File: config.mk
export PLATFORM = sky130hd
export DESIGN_NAME = timer_irq_arbiter
export DESIGN_NICKNAME = d
export VERILOG_FILES = /design/src/rtl/timer_irq_arbiter.sv
export SDC_FILE = /design/constraint.sdc
export NUM_CORES = 1
export LEC_CHECK = 0
export ABC_AREA = 1
export BUFFER_PORTS_ARGS = -buffer_cell sky130_fd_sc_hd__buf_4
export CORE_MARGIN = 3
export CORE_UTILIZATION = 40
export CTS_CLUSTER_DIAMETER = 150
export DETAILED_ROUTE_END_ITERATION = 8
export PLACE_DENSITY_LB_ADDON = 0.05
export SYNTH_ARGS = -nofsm -noshare
export SYNTH_HDL_FRONTEND = slang
export SYNTH_SLANG_ARGS = --single-unit
File: constraint.sdc
create_clock -name CLK -period 4.2 [get_ports CLK]
set_clock_uncertainty 0.15 [all_clocks]
set_input_delay 1.05 -clock CLK [delete_from_list [all_inputs] [get_ports CLK]]
set_output_delay 1.05 -clock CLK [all_outputs]
set_load 0.005 [all_outputs]
File: src/rtl/timer_irq_arbiter.sv
// Timer interrupt arbiter: edge-detects channel and terminal-count interrupts into a
// masked pending register and hands one source at a time to the CPU (req/ack/EOI).
module timer_irq_arbiter #(
    parameter int CHANNELS = 8,
    parameter int ID_W     = $clog2(CHANNELS + 1)
) (
    input  logic                CLK,
    input  logic                RST,
    input  logic [CHANNELS-1:0] t_irq,
    input  logic                tc_irq,
    input  logic                mask_we,
    input  logic [CHANNELS:0]   mask_wdata,
    output logic                irq_req,
    output logic [ID_W-1:0]     irq_id,
    input  logic                irq_ack,
    input  logic                irq_eoi,
    output logic [CHANNELS:0]   pending,
    output logic [CHANNELS:0]   mask,
    output logic [CHANNELS:0]   overrun,
    input  logic [CHANNELS:0]   overrun_clr,
    output logic [1:0]          fsm_state
);

    localparam int SRC = CHANNELS + 1;

    // CPU handshake: irq_req stays high with irq_id stable until irq_ack is seen in REQ;
    // the grant then sits in SERVICE until irq_eoi. ack/eoi in any other state are ignored.
    typedef enum logic [1:0] {
        IDLE    = 2'd0,
        REQ     = 2'd1,
        SERVICE = 2'd2
    } state_t;

    state_t          state_q, state_d;
    logic [SRC-1:0]  src, prev_q, edges, eligible, ack_clr;
    logic [SRC-1:0]  pending_q, mask_q, overrun_q;
    logic [ID_W-1:0] id_q, id_d, rr_q, rr_d, pick;
    logic            pick_valid;
    logic [ID_W:0]   scan_sum;
    logic [ID_W-1:0] scan_idx;

    assign src      = {tc_irq, t_irq};
    assign edges    = src & ~prev_q;
    assign eligible = pending_q & mask_q;

    always_comb begin
        ack_clr = '0;
        if (state_q == REQ && irq_ack) begin
            ack_clr[id_q] = 1'b1;
        end
    end

    // Rotating priority: scan from the highest offset down so the lowest offset from rr_q wins.
    always_comb begin
        pick       = '0;
        pick_valid = 1'b0;
        scan_sum   = '0;
        scan_idx   = '0;
        for (int k = SRC - 1; k >= 0; k--) begin
            scan_sum = {1'b0, rr_q} + (ID_W + 1)'(k);
            if (scan_sum >= (ID_W + 1)'(SRC)) begin
                scan_sum = scan_sum - (ID_W + 1)'(SRC);
            end
            scan_idx = scan_sum[ID_W-1:0];
            if (eligible[scan_idx]) begin
                pick       = scan_idx;
                pick_valid = 1'b1;
            end
        end
    end

    always_comb begin
        state_d = state_q;
        id_d    = id_q;
        rr_d    = rr_q;
        case (state_q)
            IDLE: begin
                if (pick_valid) begin
                    id_d    = pick;
                    state_d = REQ;
                end
            end
            REQ: begin
                if (irq_ack) begin
                    rr_d    = (id_q == ID_W'(SRC - 1)) ? '0 : id_q + 1'b1;
                    state_d = SERVICE;
                end
            end
            SERVICE: begin
                if (irq_eoi) begin
                    state_d = IDLE;
                end
            end
            default: state_d = IDLE;
        endcase
    end

    always_ff @(posedge CLK or posedge RST) begin
        if (RST) begin
            state_q   <= IDLE;
            id_q      <= '0;
            rr_q      <= '0;
            prev_q    <= '0;
            pending_q <= '0;
            mask_q    <= '0;
            overrun_q <= '0;
        end else begin
            state_q   <= state_d;
            id_q      <= id_d;
            rr_q      <= rr_d;
            prev_q    <= src;
            // A fresh edge beats an ack clear; an edge on a still-pending source is an overrun.
            pending_q <= (pending_q & ~ack_clr) | edges;
            overrun_q <= (overrun_q & ~overrun_clr) | (edges & pending_q & ~ack_clr);
            if (mask_we) begin
                mask_q <= mask_wdata;
            end
        end
    end

    assign irq_req   = (state_q == REQ);
    assign irq_id    = id_q;
    assign pending   = pending_q;
    assign mask      = mask_q;
    assign overrun   = overrun_q;
    assign fsm_state = state_q;

endmodule

## Yosys cells after proc, flatten, opt, wreduce, memory -nomap -nowiden

Index checks and enable logic that the tools add are counted.

| cells by class | value |
|---|---|
| add/sub/neg operators | 18 |
| order comparisons | 20 |
| equal/unequal tests | 6 |
| mux-type cells | 53 |
| bitwise gates (word level) | 11 |
| reduce and logical (&&, ||, !) cells | 6 |

Operators by type and width:

| kind | count |
|---|---|
| two-way mux 4 bit | 19 |
| bitwise AND 9 bit | 6 |
| less-than comparator 4 x 5 -> 1 bit, second input constant | 10 |
| >= comparator 5 x 4 -> 1 bit, second input constant | 8 |
| binary-select mux 1 bit (select 4 bit) | 9 |
| subtractor 4 bit, second input constant | 9 |
| inverter 9 bit | 3 |
| adder 4 x 3 -> 5 bit, second input constant | 4 |
| two-way mux 1 bit | 19 |
| OR 9 bit | 2 |
| adder 4 x 2 -> 5 bit, second input constant | 2 |
| two-way mux 9 bit | 1 |
| two-way mux 2 bit | 3 |
| one-hot mux 2 bit (3 select lines) | 1 |
| adder 4 x 1 -> 5 bit, second input constant | 1 |
| adder 4 x 4 -> 5 bit, second input constant | 1 |
| adder 4 x 1 -> 4 bit, second input constant | 1 |
| demux 1 bit (select 4 bit) | 1 |
| equality test 4 bit, second input constant | 1 |
| >= comparator 4 x 1 -> 1 bit, second input constant | 1 |
| >= comparator 4 bit, second input constant | 1 |
| != test 2 bit, second input constant | 2 |
| AND reduction 2 bit | 2 |
| AND reduction 3 bit | 1 |
| 5 further kinds | 6 |

| word-level totals | value |
|---|---|
| bits in registers | 46 |
| bits of input ports | 32 |
| output and inout port bits | 34 |
| word-level logic and storage cells | 121 |

## Logic depth before layout (Yosys ltp)

Gate-level depths: netlist of the first run.

| depth | value |
|---|---|
| word-level depth | 16 |
| mapped depth | 29 |
| depth with buffers taken out | 27 |

## Least setup slack after synthesis of the first run

Ideal clock, no wire load.

| timing path | value |
|---|---|
| path type | register to register |
| start | register rr_q[1] |
| end | register id_q[0] (netlist: irq_id[0]) |
| setup time | 0.117 ns |
| arrival | 2.867 ns |
| data required time | 3.933 ns |
| path slack | 1.067 ns |
| cell stages (with the launch flop) | 23 |
| buffers on the path | 0 |
| clock period less this slack | 3.133 ns |
| path through | dfrtp_1 inv_1 ha_1 ha_1 nand2_1 nor2_1 nand2_1 nand2_1 nand2_1 nand2_1 nand2_1 o211ai_1 nand3_1 nand3_1 nand2_1 nor2_1 nand3_2 nor2_2 nand2_2 nand2_4 a21oi_1 nand2_1 nand2_1 |

| on the way | value |
|---|---|
| cells in the longest elaborated chain, start to end | 15 |
| elaborated cells on any way between the ends | 72 |
| classes of those cells | add/sub: 17; order compare: 9; mux: 45; reduce/logical: 1 |

RTL lines:

| element | RTL line | RTL |
|---|---|---|
| start: declaration | 37 | `logic [ID_W-1:0] id_q, id_d, rr_q, rr_d, pick;` |
| start signal: assignment | 110 | `rr_q <= rr_d;` |
| adder 4 x 4 -> 5 bit | 60 | `scan_sum = {1'b0, rr_q} + (ID_W + 1)'(k);` |
| subtractor 4 bit or >= comparator 5 x 4 -> 1 bit (tied branches) | 62, 61 |  |
| two-way mux 4 bit | 61 | `if (scan_sum >= (ID_W + 1)'(SRC)) begin` |
| binary-select mux 1 bit (select 4 bit) | 65 | `if (eligible[scan_idx]) begin` |
| two-way mux 1 bit (not written as such) | 65 |  |
| two-way mux 1 bit (9 in a row) | 65 |  |
| AND reduction 2 bit (no source line) | - |  |
| end signal: assignment | 109 | `id_q <= id_d;` |
| end: declaration | 37 |  |

Parallel ways exist; a longest one is shown, timed or not. The select of a mux whose other input is x is not followed.
A chain may end at the register's enable or synchronous reset.

## Worst setup path in the final report of the first run

| timing path | value |
|---|---|
| start | register rr_q[1] |
| end | register id_q[2] (netlist: irq_id[2]) |

Same word-level chain as after synthesis.

==> impl_metrics.env, run 1 <==
export IMPL_period_share_pct=83.64
export IMPL_netlist_top_cells_count="nand2_1, inv_1, nand3_1"
export IMPL_critPathKind="reg -> reg"
export IMPL_io_pins=66
export IMPL_maxSlewViolCount=0
export IMPL_drv_cap=0
export IMPL_synth_top_area_share_pct=27.58
export IMPL_wl_per_cell_um=16.07
export IMPL_via_per_inst=5.225
export IMPL_cts_tree="yes"
export IMPL_ctsResizeCount=0
export IMPL_finalSetupTns_ns=0
export IMPL_vias=4311
export IMPL_path_clk_slew_ns=0.09
export IMPL_synth_most_common_cell="nand2_1"
export IMPL_hold_class="reg -> reg"
export IMPL_final_antenna_net_count=0
export IMPL_clockBufferDepth=2
export IMPL_clk_latency_ns=0.31
export IMPL_areaGrowthSynthToFinish_pct=18.56
export IMPL_grt_max_degree=47
export IMPL_initial_core_util_pct=41.93
export IMPL_ys_ff_latch=46
export IMPL_cp_required_ns=4.28
export IMPL_synthTopCellsByArea="dfrtp_1, nand2_1, inv_1"
export IMPL_core_area_mm2=0.009955
export IMPL_grt_overflow=0
export IMPL_port_buffers=65
export IMPL_die_area_mm2=0.01170
export IMPL_die_y_um=108.2
export IMPL_dp_hpwl_um=10480
export IMPL_syn_area_per_cell_um2=6.754
export IMPL_place_congestion=0.9845
export IMPL_synth_cells=618
export IMPL_synth_area_mm2=0.004174
export IMPL_crit_path_start_kind="flop"
export IMPL_outcome="finished clean"
export IMPL_fin_nets=746
export IMPL_grt_antenna_before_repair=0
export IMPL_async_flop_share_pct=100.0
export IMPL_max_freq_mhz=284.7
export IMPL_hold_ws_ns=0.2927
export IMPL_synthFlopType="dfrtp_1"
export IMPL_synth_edff_count=0
export IMPL_die_x_um=108.2
export IMPL_diodes=0
export IMPL_htree_levels=2
export IMPL_synth_distinct_cells=43
export IMPL_fin_crit_ns=3.513
export IMPL_synth_warnings=0
export IMPL_grt_pass1_wl_um=21120
export IMPL_drc=0
export IMPL_max_slew_worst_pin_slew_ns=0.9518
export IMPL_rows=36
export IMPL_dp_slack_ns=0.7327
export IMPL_setup_viol=0
export IMPL_setup_slack_ns=0.6872
export IMPL_rsz0062_at_grt="no"
export IMPL_grt_use_total_pct=23.26
export IMPL_drive_gt1_share_pct=19.36
export IMPL_dr_pass1_iters=5
export IMPL_worstPathMaxFanout=9
export IMPL_cts_root_buf="clkbuf_8"
export IMPL_ctsHoldBuffers=0
export IMPL_post_cts_buffers=0
export IMPL_drt_iter0_drc=297
export IMPL_grt_pass1_vias=4169
export IMPL_cp_end_kind="flop"
export IMPL_r2r_slack_ns=0.69
export IMPL_post_synth_top_area_cell="dfrtp_1"
export IMPL_worstPathArrival_ns=3.59
export IMPL_yosysSeqAreaShare_pct=27.58
export IMPL_syn_nets=673
export IMPL_drt_total_wl_um=13260
export IMPL_nFillCells=1055
export IMPL_max_slew_margin_rel_pct=36.45
export IMPL_clkSinkCount=46
export IMPL_cts_buffers=5
export IMPL_finalHoldViolCount=0
registers in the layout, indices dropped and copies added, names as in the netlist:
signal and flops:
fsm_state 2, irq_id 4, mask 9, overrun 9, pending 9, prev_q 9
rr_q 4
stage by stage:
| stage | cell area [um^2] | std cells | util [%] |
|---|---|---|---|
| floorplan | 4174 | 618 | - |
| global placement | 4842 | 817 | 48.64 |
| detailed placement | 4842 | 817 | 48.64 |
| CTS | 4949 | 825 | 49.71 |
| global route | 4949 | 825 | 49.71 |
| finish | 4949 | 825 | 49.71 |
kinds of logic (layout without fill, tap and decap cells):
| family | Yosys count | in the layout | share of synthesized area [%] |
|---|---|---|---|
| flip-flops | 46 | 46 | 27.58 |
| AO/OA/AOI/OAI | 97 | 97 | 14.30 |
| multiplexers | 9 | 9 | 2.428 |
| XOR/XNOR | 18 | 18 | 5.216 |
| adder cells (fa/ha/maj) | 23 | 23 | 6.895 |
| AND/OR/NAND/NOR | 332 | 332 | 34.92 |
| buffers and inverters | 93 | 167 | 8.663 |
worst paths after layout:
path,start,endpoint,cells past startpoint
max,rr_q[1]$_DFFE_PP0P_,irq_id[2]$_DFFE_PP0P_,17
min,prev_q[7]$_DFF_PP0_,pending[7]$_DFF_PP0_,1
max reg2reg,rr_q[1]$_DFFE_PP0P_,irq_id[2]$_DFFE_PP0P_,17
min reg2reg,prev_q[7]$_DFF_PP0_,pending[7]$_DFF_PP0_,1
max in group asynchronous,RST,mask[1]$_DFFE_PP0P_,2
min in group asynchronous,RST,overrun[4]$_DFF_PP0_,2
metal layers:
| layer | share of wire, % | track usage [%] | vias to the layer above |
|---|---|---|---|
| li1 | - | - | 2147 |
| met1 | 43 | 29.25 | 1987 |
| met2 | 48 | 40.14 | 147 |
| met3 | 5.4 | 2.925 | 30 |
| met4 | 3.3 | 9.829 | 0 |
| met5 | 0 | 0 | - |
placed cells by master, fill, tap and decap left out, types with 2 or more instances in the layout:
master    count
o21ai_2       5
xor2_4        2
clkinv_1      2
a21oi_1      22
ha_1         23
nor3_1        9
inv_2         9
dfrtp_1      46
xor2_1       11
xnor2_1       2
clkbuf_8      5
inv_1        77
buf_4        71
nand3_2       6
nand3_1      48
nand2_4       3
xor2_2        2
o211ai_1     16
mux2_2        9
o21ai_0      22
nand2_2      13
clkbuf_1      2
nor2_2        2
nand3b_1      5
nand4_1       2
nand2_1     215
o22ai_1      11
nor2_1       23
nor4_1        2
o21ai_1      13
area by class of cell:
type | count | area (um^2) | area share, %
clock buffer | 7 | 76.32 | 1.542
inverter | 88 | 330.3 | 6.675
tap | 133 | 166.4 | 3.363
timing repair buffer | 71 | 533.0 | 10.77
sequential | 46 | 1151 | 23.26
clock inverter | 1 | 30.03 | 0.6068
multi-input combinational | 479 | 2661 | 53.78
critical path, stage by stage, from the launching register on:
cell and delay [ns]:
dfrtp_1 0.38, inv_1 0.30, ha_1 0.40, nand2_1 0.12, inv_1 0.08, nor2_1 0.35
nand2_1 0.08, o21ai_1 0.23, o211ai_1 0.17, nand4_1 0.16, nand2_1 0.17, nor3_2 0.23
nand3_2 0.09, nor2_2 0.10, nand2_2 0.09, nand2_4 0.10, nor2_1 0.05, a21oi_1 0.15
Power of run 1 is not shown: default switching activity piles up to over one toggle a cycle in this logic, so the estimate is an artifact.
==> run 2, diff against run 1 <==
==> constraint.sdc (replaced) <==
create_clock -name CLK -period 3.1 [get_ports CLK]
set_clock_uncertainty 0.15 [all_clocks]
set_input_delay 0.775 -clock CLK [delete_from_list [all_inputs] [get_ports CLK]]
set_output_delay 0.775 -clock CLK [all_outputs]
set_load 0.005 [all_outputs]
==> run 2 against run 1 <==
Against the previous run:
- register-to-register slack got worse by 0.63 ns
- critical path type unchanged
- first-iteration DRC count increased by 4.0%
- wire length increased by 10%
- critical endpoint is now irq_id[1]$_DFFE_PP0P_
- design area increased by 24%
==> impl_metrics.env, run 2 (synthesis results as in run 1) <==
export IMPL_clkSinkCount=46
export IMPL_timing_rr_start="rr_q[1]$_DFFE_PP0P_"
export IMPL_path_clk_slew_ns=0.09
export IMPL_fin_nets=828
export IMPL_clk_latency_ns=0.31
export IMPL_min_from="prev_q[7]$_DFF_PP0_"
export IMPL_core_area_mm2=0.009955
export IMPL_clockBufferDepth=2
export IMPL_reg2reg_to="irq_id[1]$_DFFE_PP0P_"
export IMPL_path_common_cell="nand2_4"
export IMPL_min_to="pending[7]$_DFF_PP0_"
export IMPL_io_pins=66
export IMPL_rows=36
export IMPL_die_y_um=108.2
export IMPL_crit_chain="clkinv_4 > buf_6 > ha_2 > nand2_2 > inv_2 > o21ai_4 > nand2_4 > o21ai_2 > buf_4 > inv_1 > and3_1 > inv_1 > nand2_4 > nor3_4 > nand3_2 > nor2_2 > nand2_2 > nand2_4 > a21oi_1 > nand2_1 > nand2_1"
export IMPL_layout_commonest_cell="nand2_1"
export IMPL_final_antenna_net_count=0
export IMPL_cp_slowest_cell="dfrtp_2"
export IMPL_max_slew_worst_pin_slew_ns=0.9608
export IMPL_ctsHoldBuffers=0
export IMPL_drc=0
export IMPL_dp_hpwl_um=10870
export IMPL_grt_use_total_pct=23.84
export IMPL_htree_levels=2
export IMPL_drt_iter0_drc=309
export IMPL_grt_pass1_vias=4342
export IMPL_reg2reg_depth=21
export IMPL_cp_num_buf_inv=6
export IMPL_maxSlewViolCount=0
export IMPL_vias=4733
export IMPL_crit_path_start_kind="flop"
export IMPL_die_area_mm2=0.01170
export IMPL_hold_class="reg -> reg"
export IMPL_cts_tree="yes"
export IMPL_initial_core_util_pct=41.93
export IMPL_grt_max_degree=47
export IMPL_max_freq_mhz=328.8
export IMPL_rsz0062_at_grt="yes"
export IMPL_final_util_pct=61.73
export IMPL_critPathKind="reg -> reg"
export IMPL_grt_antenna_before_repair=0
export IMPL_finalHoldViolCount=0
export IMPL_outcome="finished clean"
export IMPL_cts_root_buf="clkbuf_8"
export IMPL_cts_buffers=5
export IMPL_die_x_um=108.2
export IMPL_worst_path_stages=21
export IMPL_period_share_pct=98.10
export IMPL_grt_overflow=0
export IMPL_drive_gt1_share_pct=39.15
export IMPL_wl_per_cell_um=16.08
export IMPL_slowest_delay_ns=0.41
export IMPL_worstPathMaxFanout=7
export IMPL_hold_depth=1
export IMPL_grt_pass1_wl_um=21720
export IMPL_place_congestion=0.9827
export IMPL_r2r_slack_ns=0.06
export IMPL_port_buffers=65
export IMPL_areaGrowthSynthToFinish_pct=47.21
export IMPL_fin_crit_ns=3.041
export IMPL_cpLargestDelayFamily="simple AND/OR/NAND/NOR gates"
export IMPL_setup_viol=0
export IMPL_via_per_inst=5.218
export IMPL_dr_pass1_iters=5
export IMPL_worstPathArrival_ns=3.10
export IMPL_diodes=0
export IMPL_drv_cap=0
export IMPL_mostFrequentLayoutCells="nand2_1, buf_4, inv_1"
export IMPL_cp_required_ns=3.16
export IMPL_cp_end_kind="flop"
export IMPL_max_slew_margin_rel_pct=35.85
export IMPL_drt_total_wl_um=14580
[run 2: worst max path at each step]
stage,to,startpoint
finish,irq_id[1]$_DFFE_PP0P_,rr_q[1]$_DFFE_PP0P_
global route,irq_id[0]$_DFFE_PP0P_,rr_q[2]$_DFFE_PP0P_
CTS,irq_id[0]$_DFFE_PP0P_,rr_q[2]$_DFFE_PP0P_
detailed placement,irq_id[0]$_DFFE_PP0P_,rr_q[1]$_DFFE_PP0P_
global placement,irq_id[3]$_DFFE_PP0P_,rr_q[2]$_DFFE_PP0P_
floorplan,irq_id[0]$_DFFE_PP0P_,rr_q[0]$_DFFE_PP0P_
[run 2: worst reg2reg max path, cell delays in order (launching register included)]
cell and delay [ns]:
dfrtp_2 0.41, clkinv_4 0.11, buf_6 0.14, ha_2 0.18, nand2_2 0.09, inv_2 0.06, o21ai_4 0.18, nand2_4 0.12
o21ai_2 0.16, buf_4 0.14, inv_1 0.05, and3_1 0.19, inv_1 0.10, nand2_4 0.08, nor3_4 0.17, nand3_2 0.10
nor2_2 0.12, nand2_2 0.11, nand2_4 0.13, a21oi_1 0.05, nand2_1 0.05, nand2_1 0.05
[run 2: repair_timing]
| action | CTS | global route |
|---|---|---|
| endpoints found under the setup margin | 5 | 5 |
| resized for setup | 8 | 134 |
| pin swaps | 0 | 50 |
| setup buffers | 0 | 27 |
| gates cloned | 0 | 2 |
[run 2: per-layer routing]
layer | GRT usage, % | part of all wire (%)
met5 | 0 | 0
met4 | 5.951 | 2.4
met3 | 3.343 | 6.9
met2 | 40.72 | 48
met1 | 31.84 | 42
[run 2: cell type report]
type,count,area (um^2)
clock buffers,6,72.57
well taps,133,166.4
clock inverters,2,37.54
fillers,923,3810
repair buffers,151,1201
inverters,88,346.6
flip-flops and latches,46,1152
multi-input cells,481,3168
[run 2: through the flow]
stage          setup WS (ns)  cells  hold WS [ns]  setup TNS (ns)  area (um^2)
5_1_grt              -0.1225    907        0.3539         -0.4259         6145
3_3_place_gp       -0.009534    870        0.2890        -0.01318         5254
3_5_place_dp        -0.05846    870        0.2978         -0.1954         5254
2_1_floorplan       0.002676    618        0.2758               0         4175
6_report             0.05878    907        0.3056               0         6145
4_1_cts            0.0003020    878        0.3094               0         5391
Power of run 2 is left out for the same reason.
==> run 3, diff against run 2 <==
--- a/config.mk
+++ b/config.mk
@@ -12,6 +12,7 @@
 export CTS_CLUSTER_DIAMETER = 150
 export DETAILED_ROUTE_END_ITERATION = 8
 export PLACE_DENSITY_LB_ADDON = 0.05
+export REMOVE_ABC_BUFFERS = 1
 export SYNTH_ARGS = -nofsm -noshare
 export SYNTH_HDL_FRONTEND = slang
 export SYNTH_SLANG_ARGS = --single-unit
==> run 3 against run 2 <==
Against the previous run:
- utilization is 0.78 points lower
- maximum frequency is 1.7% higher
- critical path type unchanged
- die area stayed put
- register-to-register slack better by 0.05 ns
- worst hold slack better by 0.0041 ns
- global-route usage hardly changed
- non-clock buffer count is 16 lower
- cell count is 2.0% lower
- largest cell class unchanged
- setup slack better by 0.050 ns
- via count is 0.53% lower
- critical path depth is 3 higher
- first-iteration DRC count is 12% lower
==> impl_metrics.env, run 3 (synthesis results as in run 1) <==
export IMPL_period_share_pct=96.49
export IMPL_grt_use_total_pct=23.89
export IMPL_drt_total_wl_um=14330
export IMPL_cp_required_ns=3.14
export IMPL_grt_max_degree=47
export IMPL_grt_overflow=0
export IMPL_r2r_slack_ns=0.11
export IMPL_areaGrowthSynthToFinish_pct=45.35
export IMPL_grt_pass1_vias=4410
export IMPL_hold_depth=1
export IMPL_ctsHoldBuffers=0
export IMPL_core_area_mm2=0.009955
export IMPL_cpLargestDelayFamily="simple AND/OR/NAND/NOR gates"
export IMPL_max_slew_margin_rel_pct=38.12
export IMPL_met2_length_um=6970
export IMPL_top_layer="met4"
export IMPL_clk_latency_ns=0.29
export IMPL_timing_rr_start="rr_q[1]$_DFFE_PP0P_"
export IMPL_initial_core_util_pct=41.93
export IMPL_fin_crit_ns=2.991
export IMPL_die_y_um=108.2
export IMPL_reg2reg_to="irq_id[0]$_DFFE_PP0P_"
export IMPL_slowest_delay_ns=0.39
export IMPL_max_freq_mhz=334.3
export IMPL_clkSinkCount=46
export IMPL_drt_iter0_drc=271
export IMPL_cts_tree="yes"
export IMPL_path_clk_slew_ns=0.08
export IMPL_dr_pass1_iters=5
export IMPL_cts_root_buf="clkbuf_8"
export IMPL_clockBufferDepth=2
export IMPL_hold_ws_ns=0.3096
export IMPL_crit_chain="inv_2 > buf_6 > ha_4 > nand2_4 > inv_2 > o21ai_2 > nand2_2 > nand2_1 > o21ai_1 > buf_4 > inv_4 > o21ai_2 > o21ai_1 > nand2_1 > nand3_2 > nand2_4 > nor3_4 > nand3_2 > nor2_2 > nand2_2 > nand2_4 > a21oi_1 > nand2_1 > nand2_1"
export IMPL_rsz0062_at_grt="yes"
export IMPL_met3WireLength_um=952
export IMPL_wl_met1_um=5773
export IMPL_wl_per_cell_um=16.12
export IMPL_final_antenna_net_count=0
export IMPL_critPathKind="reg -> reg"
export IMPL_finalHoldViolCount=0
export IMPL_die_x_um=108.2
export IMPL_worstPathMaxFanout=7
export IMPL_path_common_cell="nand2_1"
export IMPL_via_per_inst=5.296
export IMPL_min_from="prev_q[7]$_DFF_PP0_"
export IMPL_drc=0
export IMPL_mostFrequentLayoutCells="nand2_1, buf_4, inv_1"
export IMPL_hold_class="reg -> reg"
export IMPL_place_congestion=1.021
export IMPL_maxSlewViolCount=0
export IMPL_cts_buffers=5
export IMPL_grt_pass1_wl_um=21940
export IMPL_rows=36
export IMPL_dp_hpwl_um=10860
export IMPL_crit_path_start_kind="flop"
export IMPL_grt_antenna_before_repair=0
export IMPL_cp_end_kind="flop"
export IMPL_worst_path_stages=24
export IMPL_layout_commonest_cell="nand2_1"
export IMPL_cp_num_buf_inv=5
export IMPL_diodes=0
export IMPL_reg2reg_depth=24
export IMPL_io_pins=66
export IMPL_fin_nets=812
export IMPL_cp_slowest_cell="dfrtp_1"
export IMPL_port_buffers=65
export IMPL_vias=4708
export IMPL_outcome="finished clean"
export IMPL_min_to="pending[7]$_DFF_PP0_"
export IMPL_htree_levels=2
export IMPL_drv_cap=0
export IMPL_worstPathArrival_ns=3.03
export IMPL_drive_gt1_share_pct=38.62
export IMPL_die_area_mm2=0.01170
export IMPL_max_slew_worst_pin_slew_ns=0.9269
export IMPL_setup_viol=0
run 3: cell count changes in the layout (fill, tap and decap cells not counted), sizes merged:
cell and change:
buf -16, inv +1, clkinvlp -1, bufinv -1, clkinv -1
run 3: per-layer routing:
layer  vias to the layer above  global-route usage (%)
li1                       2269                       -
met3                        43                   3.463
met2                       180                   41.12
met4                         0                   10.01
met1                      2216                   29.90
met5                         -                       0
run 3: repair_timing:
action	4_1_cts	5_1_grt
setup endpoints to repair	5	5
gates cloned	0	2
gates resized for setup	4	148
pin swaps	0	49
setup buffers	0	27
run 3: area by class of cell:
cell class / instances / area (um^2)
Timing Repair Buffer: 135 / 1082
Sequential cell: 46 / 1152
Fill cell: 913 / 3887
Tap cell: 133 / 166.4
Inverter: 88 / 339.1
Multi-Input combinational cell: 481 / 3244
Clock buffer: 6 / 82.58
run 3: how the worst max path moves through the flow:
stage	slack, ns	end	start
CTS	0.004	irq_id[0]$_DFFE_PP0P_	rr_q[2]$_DFFE_PP0P_
detailed placement	-0.09	irq_id[0]$_DFFE_PP0P_	rr_q[2]$_DFFE_PP0P_
global placement	0.02	irq_id[1]$_DFFE_PP0P_	rr_q[2]$_DFFE_PP0P_
finish	0.11	irq_id[0]$_DFFE_PP0P_	rr_q[1]$_DFFE_PP0P_
global route	-0.16	irq_id[1]$_DFFE_PP0P_	rr_q[1]$_DFFE_PP0P_
floorplan	-0.37	irq_id[0]$_DFFE_PP0P_	rr_q[0]$_DFFE_PP0P_
run 3: through the flow:
stage | worst slack [ns] | instance area [um^2] | utilization [%] | instances | TNS, ns
3_3_place_gp | 0.01823 | 5145 | 51.68 | 854 | 0
4_1_cts | 0.004496 | 5244 | 52.68 | 860 | 0
6_report | 0.1088 | 6067 | 60.95 | 889 | 0
2_1_floorplan | -0.3726 | 4143 | - | 613 | -1.683
3_5_place_dp | -0.08738 | 5145 | 51.68 | 854 | -0.2188
5_1_grt | -0.1584 | 6067 | 60.95 | 889 | -0.6341
Power of run 3 is left out for the same reason.
